--- src/rtl/uart_cfg_responder.sv ---
// uart_cfg_responder
//
// Slave side of the UART link-configuration handshake. When the receiver
// reports a configuration request, this block acknowledges it with 0xFF. It
// then collects configuration packets into a shadow copy of the frame format
// and acknowledges each packet. After the END packet has been acknowledged,
// it commits the shadow copy to the active settings. The final ack is sent
// before the commit, so that ack still goes out in the old format.
//
// Ports:
//   clk_i            system clock
//   rst_n_i          asynchronous active-low reset (loads the standard config)
//   enable_i         configuration requests are accepted only while high
//   std_config_i     pulse: load standard config (8 bit / even / 1 stop), IDLE only
//   rx_cfg_req_i     pulse from receiver: configuration request detected
//   rx_data_i        received byte
//   rx_data_valid_i  pulse: rx_data_i valid
//   tx_data_o        byte to transmit (always the 0xFF ack)
//   tx_req_o         one-cycle transmit request
//   tx_done_i        pulse: transmitter finished the requested byte
//   data_width_o     active data-width code
//   parity_mode_o    active parity code
//   stop_bits_o      active stop-bits code
//   busy_o           high while a handshake is in progress
//   cfg_done_o       pulse: new configuration committed
//   cfg_fail_o       pulse: handshake aborted (reserved option or timeout)

module uart_cfg_responder #(
   parameter int TIMEOUT_CYCLES = 10000
) (
   input  logic       clk_i,
   input  logic       rst_n_i,
   input  logic       enable_i,
   input  logic       std_config_i,
   input  logic       rx_cfg_req_i,
   input  logic [7:0] rx_data_i,
   input  logic       rx_data_valid_i,
   output logic [7:0] tx_data_o,
   output logic       tx_req_o,
   input  logic       tx_done_i,
   output logic [1:0] data_width_o,
   output logic [1:0] parity_mode_o,
   output logic [1:0] stop_bits_o,
   output logic       busy_o,
   output logic       cfg_done_o,
   output logic       cfg_fail_o
);

   localparam int CNT_W = $clog2(TIMEOUT_CYCLES + 1);
   // Count value seen in the last allowed idle cycle of WAIT_PKT.
   localparam logic [CNT_W-1:0] CNT_LAST = CNT_W'(TIMEOUT_CYCLES - 1);
   localparam logic [CNT_W-1:0] CNT_MAX  = CNT_W'(TIMEOUT_CYCLES);

   localparam logic [1:0] STD_DATA_WIDTH = 2'b11;
   localparam logic [1:0] STD_PARITY     = 2'b00;
   localparam logic [1:0] STD_STOP_BITS  = 2'b00;
   localparam logic [7:0] ACK_BYTE       = 8'hFF;

   localparam logic [1:0] ID_END    = 2'b00;
   localparam logic [1:0] ID_WIDTH  = 2'b01;
   localparam logic [1:0] ID_PARITY = 2'b10;

   typedef enum logic [1:0] {
      IDLE,
      SEND_ACKN,
      WAIT_TX,
      WAIT_PKT
   } state_t;

   state_t           state_reg, state_next;
   logic [1:0]       data_width_reg, data_width_next;
   logic [1:0]       parity_reg, parity_next;
   logic [1:0]       stop_bits_reg, stop_bits_next;
   logic [1:0]       sh_data_width_reg, sh_data_width_next;
   logic [1:0]       sh_parity_reg, sh_parity_next;
   logic [1:0]       sh_stop_bits_reg, sh_stop_bits_next;
   logic             end_flag_reg, end_flag_next;
   logic [CNT_W-1:0] timeout_cnt_reg, timeout_cnt_next;
   logic [7:0]       tx_data_reg, tx_data_next;
   logic             cfg_done_reg, cfg_done_next;
   logic             cfg_fail_reg, cfg_fail_next;

   logic [1:0]       pkt_id;
   logic [1:0]       pkt_option;
   logic             unused_rx_hi_bits;

   assign pkt_id     = rx_data_i[1:0];
   assign pkt_option = rx_data_i[3:2];
   // The upper nibble of a packet carries no meaning.
   assign unused_rx_hi_bits = ^rx_data_i[7:4];

   always_ff @(posedge clk_i or negedge rst_n_i) begin
      if (!rst_n_i) begin
         state_reg         <= IDLE;
         data_width_reg    <= STD_DATA_WIDTH;
         parity_reg        <= STD_PARITY;
         stop_bits_reg     <= STD_STOP_BITS;
         sh_data_width_reg <= STD_DATA_WIDTH;
         sh_parity_reg     <= STD_PARITY;
         sh_stop_bits_reg  <= STD_STOP_BITS;
         end_flag_reg      <= 1'b0;
         timeout_cnt_reg   <= '0;
         tx_data_reg       <= 8'h00;
         cfg_done_reg      <= 1'b0;
         cfg_fail_reg      <= 1'b0;
      end else begin
         state_reg         <= state_next;
         data_width_reg    <= data_width_next;
         parity_reg        <= parity_next;
         stop_bits_reg     <= stop_bits_next;
         sh_data_width_reg <= sh_data_width_next;
         sh_parity_reg     <= sh_parity_next;
         sh_stop_bits_reg  <= sh_stop_bits_next;
         end_flag_reg      <= end_flag_next;
         timeout_cnt_reg   <= timeout_cnt_next;
         tx_data_reg       <= tx_data_next;
         cfg_done_reg      <= cfg_done_next;
         cfg_fail_reg      <= cfg_fail_next;
      end
   end

   always_comb begin
      state_next         = state_reg;
      data_width_next    = data_width_reg;
      parity_next        = parity_reg;
      stop_bits_next     = stop_bits_reg;
      sh_data_width_next = sh_data_width_reg;
      sh_parity_next     = sh_parity_reg;
      sh_stop_bits_next  = sh_stop_bits_reg;
      end_flag_next      = end_flag_reg;
      timeout_cnt_next   = timeout_cnt_reg;
      tx_data_next       = tx_data_reg;
      cfg_done_next      = 1'b0;
      cfg_fail_next      = 1'b0;

      unique case (state_reg)
         IDLE: begin
            if (std_config_i) begin
               data_width_next    = STD_DATA_WIDTH;
               parity_next        = STD_PARITY;
               stop_bits_next     = STD_STOP_BITS;
               sh_data_width_next = STD_DATA_WIDTH;
               sh_parity_next     = STD_PARITY;
               sh_stop_bits_next  = STD_STOP_BITS;
            end
            if (rx_cfg_req_i && enable_i) begin
               // A simultaneous standard-config load is already in the
               // shadow values above; otherwise start from the active set.
               if (!std_config_i) begin
                  sh_data_width_next = data_width_reg;
                  sh_parity_next     = parity_reg;
                  sh_stop_bits_next  = stop_bits_reg;
               end
               end_flag_next = 1'b0;
               tx_data_next  = ACK_BYTE;
               state_next    = SEND_ACKN;
            end
         end

         SEND_ACKN: begin
            state_next = WAIT_TX;
         end

         WAIT_TX: begin
            if (tx_done_i) begin
               if (end_flag_reg) begin
                  data_width_next = sh_data_width_reg;
                  parity_next     = sh_parity_reg;
                  stop_bits_next  = sh_stop_bits_reg;
                  cfg_done_next   = 1'b1;
                  state_next      = IDLE;
               end else begin
                  timeout_cnt_next = '0;
                  state_next       = WAIT_PKT;
               end
            end
         end

         WAIT_PKT: begin
            // A packet arriving in the expiry cycle takes priority.
            if (rx_data_valid_i) begin
               tx_data_next = ACK_BYTE;
               state_next   = SEND_ACKN;
               unique case (pkt_id)
                  ID_END:    end_flag_next      = 1'b1;
                  ID_WIDTH:  sh_data_width_next = pkt_option;
                  ID_PARITY: sh_parity_next     = pkt_option;
                  default: begin
                     if (pkt_option[1]) begin
                        // Reserved stop-bit code: abort without an ack and
                        // drop the pending shadow values.
                        sh_data_width_next = data_width_reg;
                        sh_parity_next     = parity_reg;
                        sh_stop_bits_next  = stop_bits_reg;
                        cfg_fail_next      = 1'b1;
                        state_next         = IDLE;
                     end else begin
                        sh_stop_bits_next = pkt_option;
                     end
                  end
               endcase
            end else if (timeout_cnt_reg == CNT_LAST) begin
               sh_data_width_next = data_width_reg;
               sh_parity_next     = parity_reg;
               sh_stop_bits_next  = stop_bits_reg;
               cfg_fail_next      = 1'b1;
               state_next         = IDLE;
            end else if (timeout_cnt_reg != CNT_MAX) begin
               timeout_cnt_next = timeout_cnt_reg + 1'b1;
            end
         end

         default: state_next = IDLE;
      endcase
   end

   assign tx_data_o     = tx_data_reg;
   assign tx_req_o      = (state_reg == SEND_ACKN);
   assign busy_o        = (state_reg != IDLE);
   assign data_width_o  = data_width_reg;
   assign parity_mode_o = parity_reg;
   assign stop_bits_o   = stop_bits_reg;
   assign cfg_done_o    = cfg_done_reg;
   assign cfg_fail_o    = cfg_fail_reg;

endmodule

--- config.mk ---
export PLATFORM = sky130hd
export DESIGN_NAME = uart_cfg_responder
export DESIGN_NICKNAME = d
export VERILOG_FILES = /design/src/rtl/uart_cfg_responder.sv
export SDC_FILE = /design/constraint.sdc
export NUM_CORES = 1
export LEC_CHECK = 0
export ABC_AREA = 1
export CAP_MARGIN = 20
export CORE_ASPECT_RATIO = 0.75
export CORE_MARGIN = 2
export CORE_UTILIZATION = 50
export CTS_CLUSTER_SIZE = 14
export DETAILED_ROUTE_END_ITERATION = 12
export PLACE_DENSITY = 0.83
export SYNTH_ARGS = -nofsm -noshare
export SYNTH_HDL_FRONTEND = slang
export SYNTH_SLANG_ARGS = --single-unit
--- constraint.sdc ---
create_clock -name clk_i -period 4.5 [get_ports clk_i]
set_clock_uncertainty 0.2 [all_clocks]
set_input_delay 0.9 -clock clk_i [delete_from_list [all_inputs] [get_ports clk_i]]
set_output_delay 0.9 -clock clk_i [all_outputs]
set_load 0.02 [all_outputs]
---- After elaboration in Yosys (flattened, before gate mapping) ----
Index checks and enable logic that the tools add are counted.
operators by class
  add/sub/neg operators ................... 1
  eq/ne operators ......................... 23
  multiplexer cells ....................... 64
  reductions and logical operators ........ 18
operators by type and width
  cell                     count
  $mux W14                 5
  $mux W2                  32
  $pmux W2 S2              8
  $pmux W14 S2             1
  $ne A2 B2 Y1 const B     9
  $mux W8                  2
  $pmux W8 S2              1
  $reduce_and A4 Y1        4
  $add A14 B1 Y14 const B  1
  $eq A14 B14 Y1 const B   1
  $ne A14 B14 Y1 const B   1
  $mux W1                  13
  $ne A3 B3 Y1 const B     4
  $reduce_and A3 Y1        3
  $ne A4 B3 Y1 const B     2
  $pmux W2 S4              1
  $reduce_bool A2 Y1       4
  $eq A2 B2 Y1 const B     3
  $reduce_and A6 Y1        1
  $eq A2 B1 Y1 const B     2
  $logic_not A2 Y1         2
  $reduce_or A2 Y1         2
  $reduce_or A3 Y1         1
  $ne A2 B1 Y1 const B     1
  other kinds (2)          2
word-level totals
  register bits after elaboration ......... 39
  bits of input ports ..................... 15
  output and inout port bits .............. 18

---- Logic depth before layout (Yosys ltp) ----
  depth in word-level cells ............... 5
  gate-level depth with buffers ........... 10
  mapped depth without buffers ............ 9

---- Worst setup path after synthesis ----
Ideal clock, no wire load.
  path type ............................... input to register
  start point ............................. input port tx_done_i
  end point ............................... register timeout_cnt_reg[10]
  setup time .............................. 128 ps
  data arrival time ....................... 1625 ps
  data required time ...................... 4172 ps
  slack ................................... 2547 ps
  cell stages on the path ................. 8
  path buffers ............................ 1
  path through ............................ inv_1 -> nand2_1 -> nand2_1 -> nor2_1 -> nand3_2 -> buf_6 -> nand2_1 -> o21ai_0
on the way
  cells in the longest elaborated chain, start to end .. 2
RTL lines
  element                             line  RTL
  from (decl)                         40    input logic tx_done_i,
  $ne A2 B2 Y1 (no source line)       n/a
  $reduce_and A6 Y1 (no source line)  n/a
  to (signal assigned)                115   timeout_cnt_reg <= timeout_cnt_next;
  to (decl)                           78    logic [CNT_W-1:0] timeout_cnt_reg, timeout_cnt_next;
Every way passes these cells.
A chain may end at the register's enable or synchronous reset.

---- Final worst setup path ----
  start point ............................. register state_reg[1]
  end point ............................... output port busy_o
on the way
  cells in the longest elaborated chain, start to end .. 1
RTL lines
  element                 line  RTL
  from (decl)             70    state_t state_reg, state_next;
  from (signal assigned)  107   state_reg <= state_next;
  $reduce_bool A2 Y1      219   assign busy_o = (state_reg != IDLE);
  to (decl)               44    output logic busy_o,
Every way passes these cells.

==> impl_summary.log <==
[metrics] Die Area: 4900 sq um
[metrics] largest area contributor in the synthesized netlist: dfrtp_1
[metrics] async set-reset flop share out of synthesis: 100%
[metrics] vias in the first global route: 1787
[metrics] power density relative to cell area: 481 nW/um^2
[metrics] Global Route Usage Sum: 21.9%
[metrics] x dimension of the die: 80.2 microns
[metrics] final standard cell utilization of the core: 61.2%
[metrics] vias: 2076
[metrics] cell area reported after detailed placement: 2410 sq um
[metrics] most frequent cell after synthesis: nand2_1
[metrics] total instance count after detailed placement: 374
[metrics] number of clock buffers inserted by TritonCTS: 5
[metrics] largest vdd supply drop: 0.261 mV
[metrics] CTS Root Cell: clkbuf_8
[metrics] post-synthesis average cell area: 7.11 sq um
[metrics] top cell type's share of synthesized area: 32.2%
[metrics] number of placement rows: 20
[metrics] clock slew seen by the registers of the worst setup and hold paths: 0.07 ns
[metrics] ports placed on the boundary: 33
[metrics] leading cell types by total area after synthesis: dfrtp_1 (32%), nand2_1 (16%), nand3_1 (6.7%), o21ai_0 (6.2%), inv_1 (5.7%)
[metrics] syn_nets: 328
[metrics] number of synthesized flops with an enable pin: 0
[metrics] Hold Crit Class: reg2reg
[metrics] core outline area: 4100 sq um
[metrics] number of instances in the synthesized netlist: 306
[metrics] placed wire-length estimate after detailed placement: 3.43 mm
[metrics] Post-Layout Inst Area: 2510 sq um
[metrics] final hold slack: 0.281 ns
[metrics] post-detailed-route wirelength per cell: 13.0 microns
[metrics] max reg flops: 14
[metrics] count of final setup violators: 0
[metrics] number of filler instances in the final layout: 383
[metrics] number of library cell types mapped by synthesis: 30
[metrics] CP arrival: 1.76 ns
[metrics] antenna violations before repair: 0
[metrics] leakage power: 1.18 nW
[metrics] height of the die: 61.1 microns
[metrics] number of max-capacitance violations reported: 0
[metrics] total DRC errors in the routed layout: 0
[metrics] final WL: 4.98 mm
[metrics] yosys warns: 0
[metrics] via/cell ratio: 5.43
[metrics] sort of element at the start of the critical path: flop
[metrics] run status: finished, final reports clean
[metrics] initial standard-cell utilization of the core: 53.0%
[metrics] Setup Crit Path Kind: reg2out
[metrics] 1st-pass router iterations: 4
[metrics] cells resized by post-CTS repair: 0
[metrics] H-tree lvl count: 2
[metrics] number of register bits inferred by synthesis: 32
[metrics] worst slew pin tran: 0.794 ns
[metrics] Routed Antenna Nets: 0
[metrics] global-route wire length before repair: 8.19 mm
[metrics] timing-limited maximum frequency: 350 MHz
[metrics] count of placed standard cells in the final layout, fillers left out: 382
[metrics] setup total negative slack: 0 ns
[metrics] count of pins over their slew limit: 0
[metrics] worst-path maximum fanout: 6
[metrics] TritonCTS clock tree: built
[metrics] element type at the critical path end: output pin
[metrics] layout net count: 348
[metrics] number of hold violations in the final report: 0
[metrics] Placer Congestion: 0.940
[metrics] RSZ-0062 raised after global routing: false
[metrics] post-CTS setup buffers: 0
[metrics] required arrival time at the worst endpoint: 3.40 ns
[metrics] share of synthesized area occupied by flip-flops and latches: 37.1%
[metrics] maximum buffer depth of the clock tree: 2
[metrics] share of the clock period used by the worst path after layout: 63.5%
[metrics] post-route minimum period: 2.86 ns
[metrics] input/output buffers: 28
[metrics] source-to-sink clock delay at the later pin of the worst-skew pair: 0.29 ns
[metrics] diodes inserted: 0
[metrics] slew margin rel.: 47.1%
[metrics] Syn Std Cell Area: 2170 sq um
[metrics] Clock Sink Count: 32
[metrics] initial detailed-routing violation count: 208
[metrics] total congestion overflow after global routing: 0
[metrics] primary flip-flop cell chosen by synthesis mapping: dfrtp_1
[metrics] count of hold-fix buffers inserted at cts: 0
[metrics] pin count of the biggest net entering global routing: 33
[metrics] proportion of layout cells with a drive suffix above 1: 6.42%
[metrics] Layout area overhead: 15.5%
[metrics] top cell types by occurrence after synthesis: nand2_1 (91), inv_1 (33), nand3_1 (29), dfrtp_1 (28)
[power breakdown]
| part | internal (W) | switching (W) |
|---|---|---|
| sequential | 0.000364 | 0.0000464 |
| clock | 0.000140 | 0.000110 |
| combinational | 0.000184 | 0.000364 |
| total | 0.000687 | 0.000520 |
[through the flow]
step	total power (W)	setup WS, ns
3_5_place_dp	0.000952	1.61
5_1_grt	0.00130	1.56
4_1_cts	0.00121	1.64
2_1_floorplan	0.000825	2.55
3_3_place_gp	0.000940	1.62
6_report	0.00121	1.64
[path summary, 6_finish.rpt]
kind	startpoint	end	slack [ns]	depth (start not counted)
setup / recovery	state_reg[1]$_DFFE_PN0P_	busy_o	1.64	4
hold / removal	sh_data_width_reg[0]$_DFFE_PN1P_	sh_data_width_reg[0]$_DFFE_PN1P_	0.28	2
setup reg to reg	state_reg[1]$_DFFE_PN0P_	timeout_cnt_reg[3]$_DFFE_PN0P_	1.96	7
hold reg to reg	sh_data_width_reg[0]$_DFFE_PN1P_	sh_data_width_reg[0]$_DFFE_PN1P_	0.28	2
max in group asynchronous	rst_n_i	data_width_o[0]$_DFFE_PN1P_	2.97	2
min in group asynchronous	rst_n_i	timeout_cnt_reg[9]$_DFFE_PN0P_	0.80	2
[cell families (layout without fill, tap and decap cells)]
family | count (synthesis) | after routing | synth area share [%]
simple gates | 158 | 158 | 31.0
xor+xnor | 4 | 4 | 1.61
compound gates | 55 | 55 | 15.0
flops | 32 | 32 | 37.1
fa+ha+maj | 7 | 7 | 4.03
buf+inv | 50 | 71 | 11.3
[layout make-up]
cell class	count	area (sq um)	share of cell area, %
multi-input combinational	224	1120	44.7
sequential	32	806	32.1
timing repair buffer	29	288	11.5
inverter	34	128	5.08
clock buffer	8	100	3.98
tap	55	68.8	2.74
[worst max-delay path, cell delays in order (launching register included)]
cell and delay (ns):
dfrtp_1 0.43, inv_1 0.11, ha_1 0.24, inv_1 0.09
clkdlybuf4s50_1 0.60
[placed cells by master (no fill, tap or decap), types with 3 or more instances in the layout]
cell type and count:
nand2_1 91, inv_1 33, nand3_1 29, dfrtp_1 28, clkdlybuf4s50_1 28, nor2_1 27
o21ai_0 27, a21oi_1 10, ha_1 7, clkbuf_8 7, o21ai_2 6, o211ai_1 5
nand4_1 4, dfstp_2 4, nand3b_1 3, o21bai_1 3, xor2_1 3
[routing by layer]
metal | global-route usage, % | wire length [microns]
met5 | 0 | 0
met4 | 9.44 | 91
met3 | 3.96 | 329
met2 | 31.8 | 2090
met1 | 32.5 | 2470
Note: power is estimated with default switching activity, not from simulation.
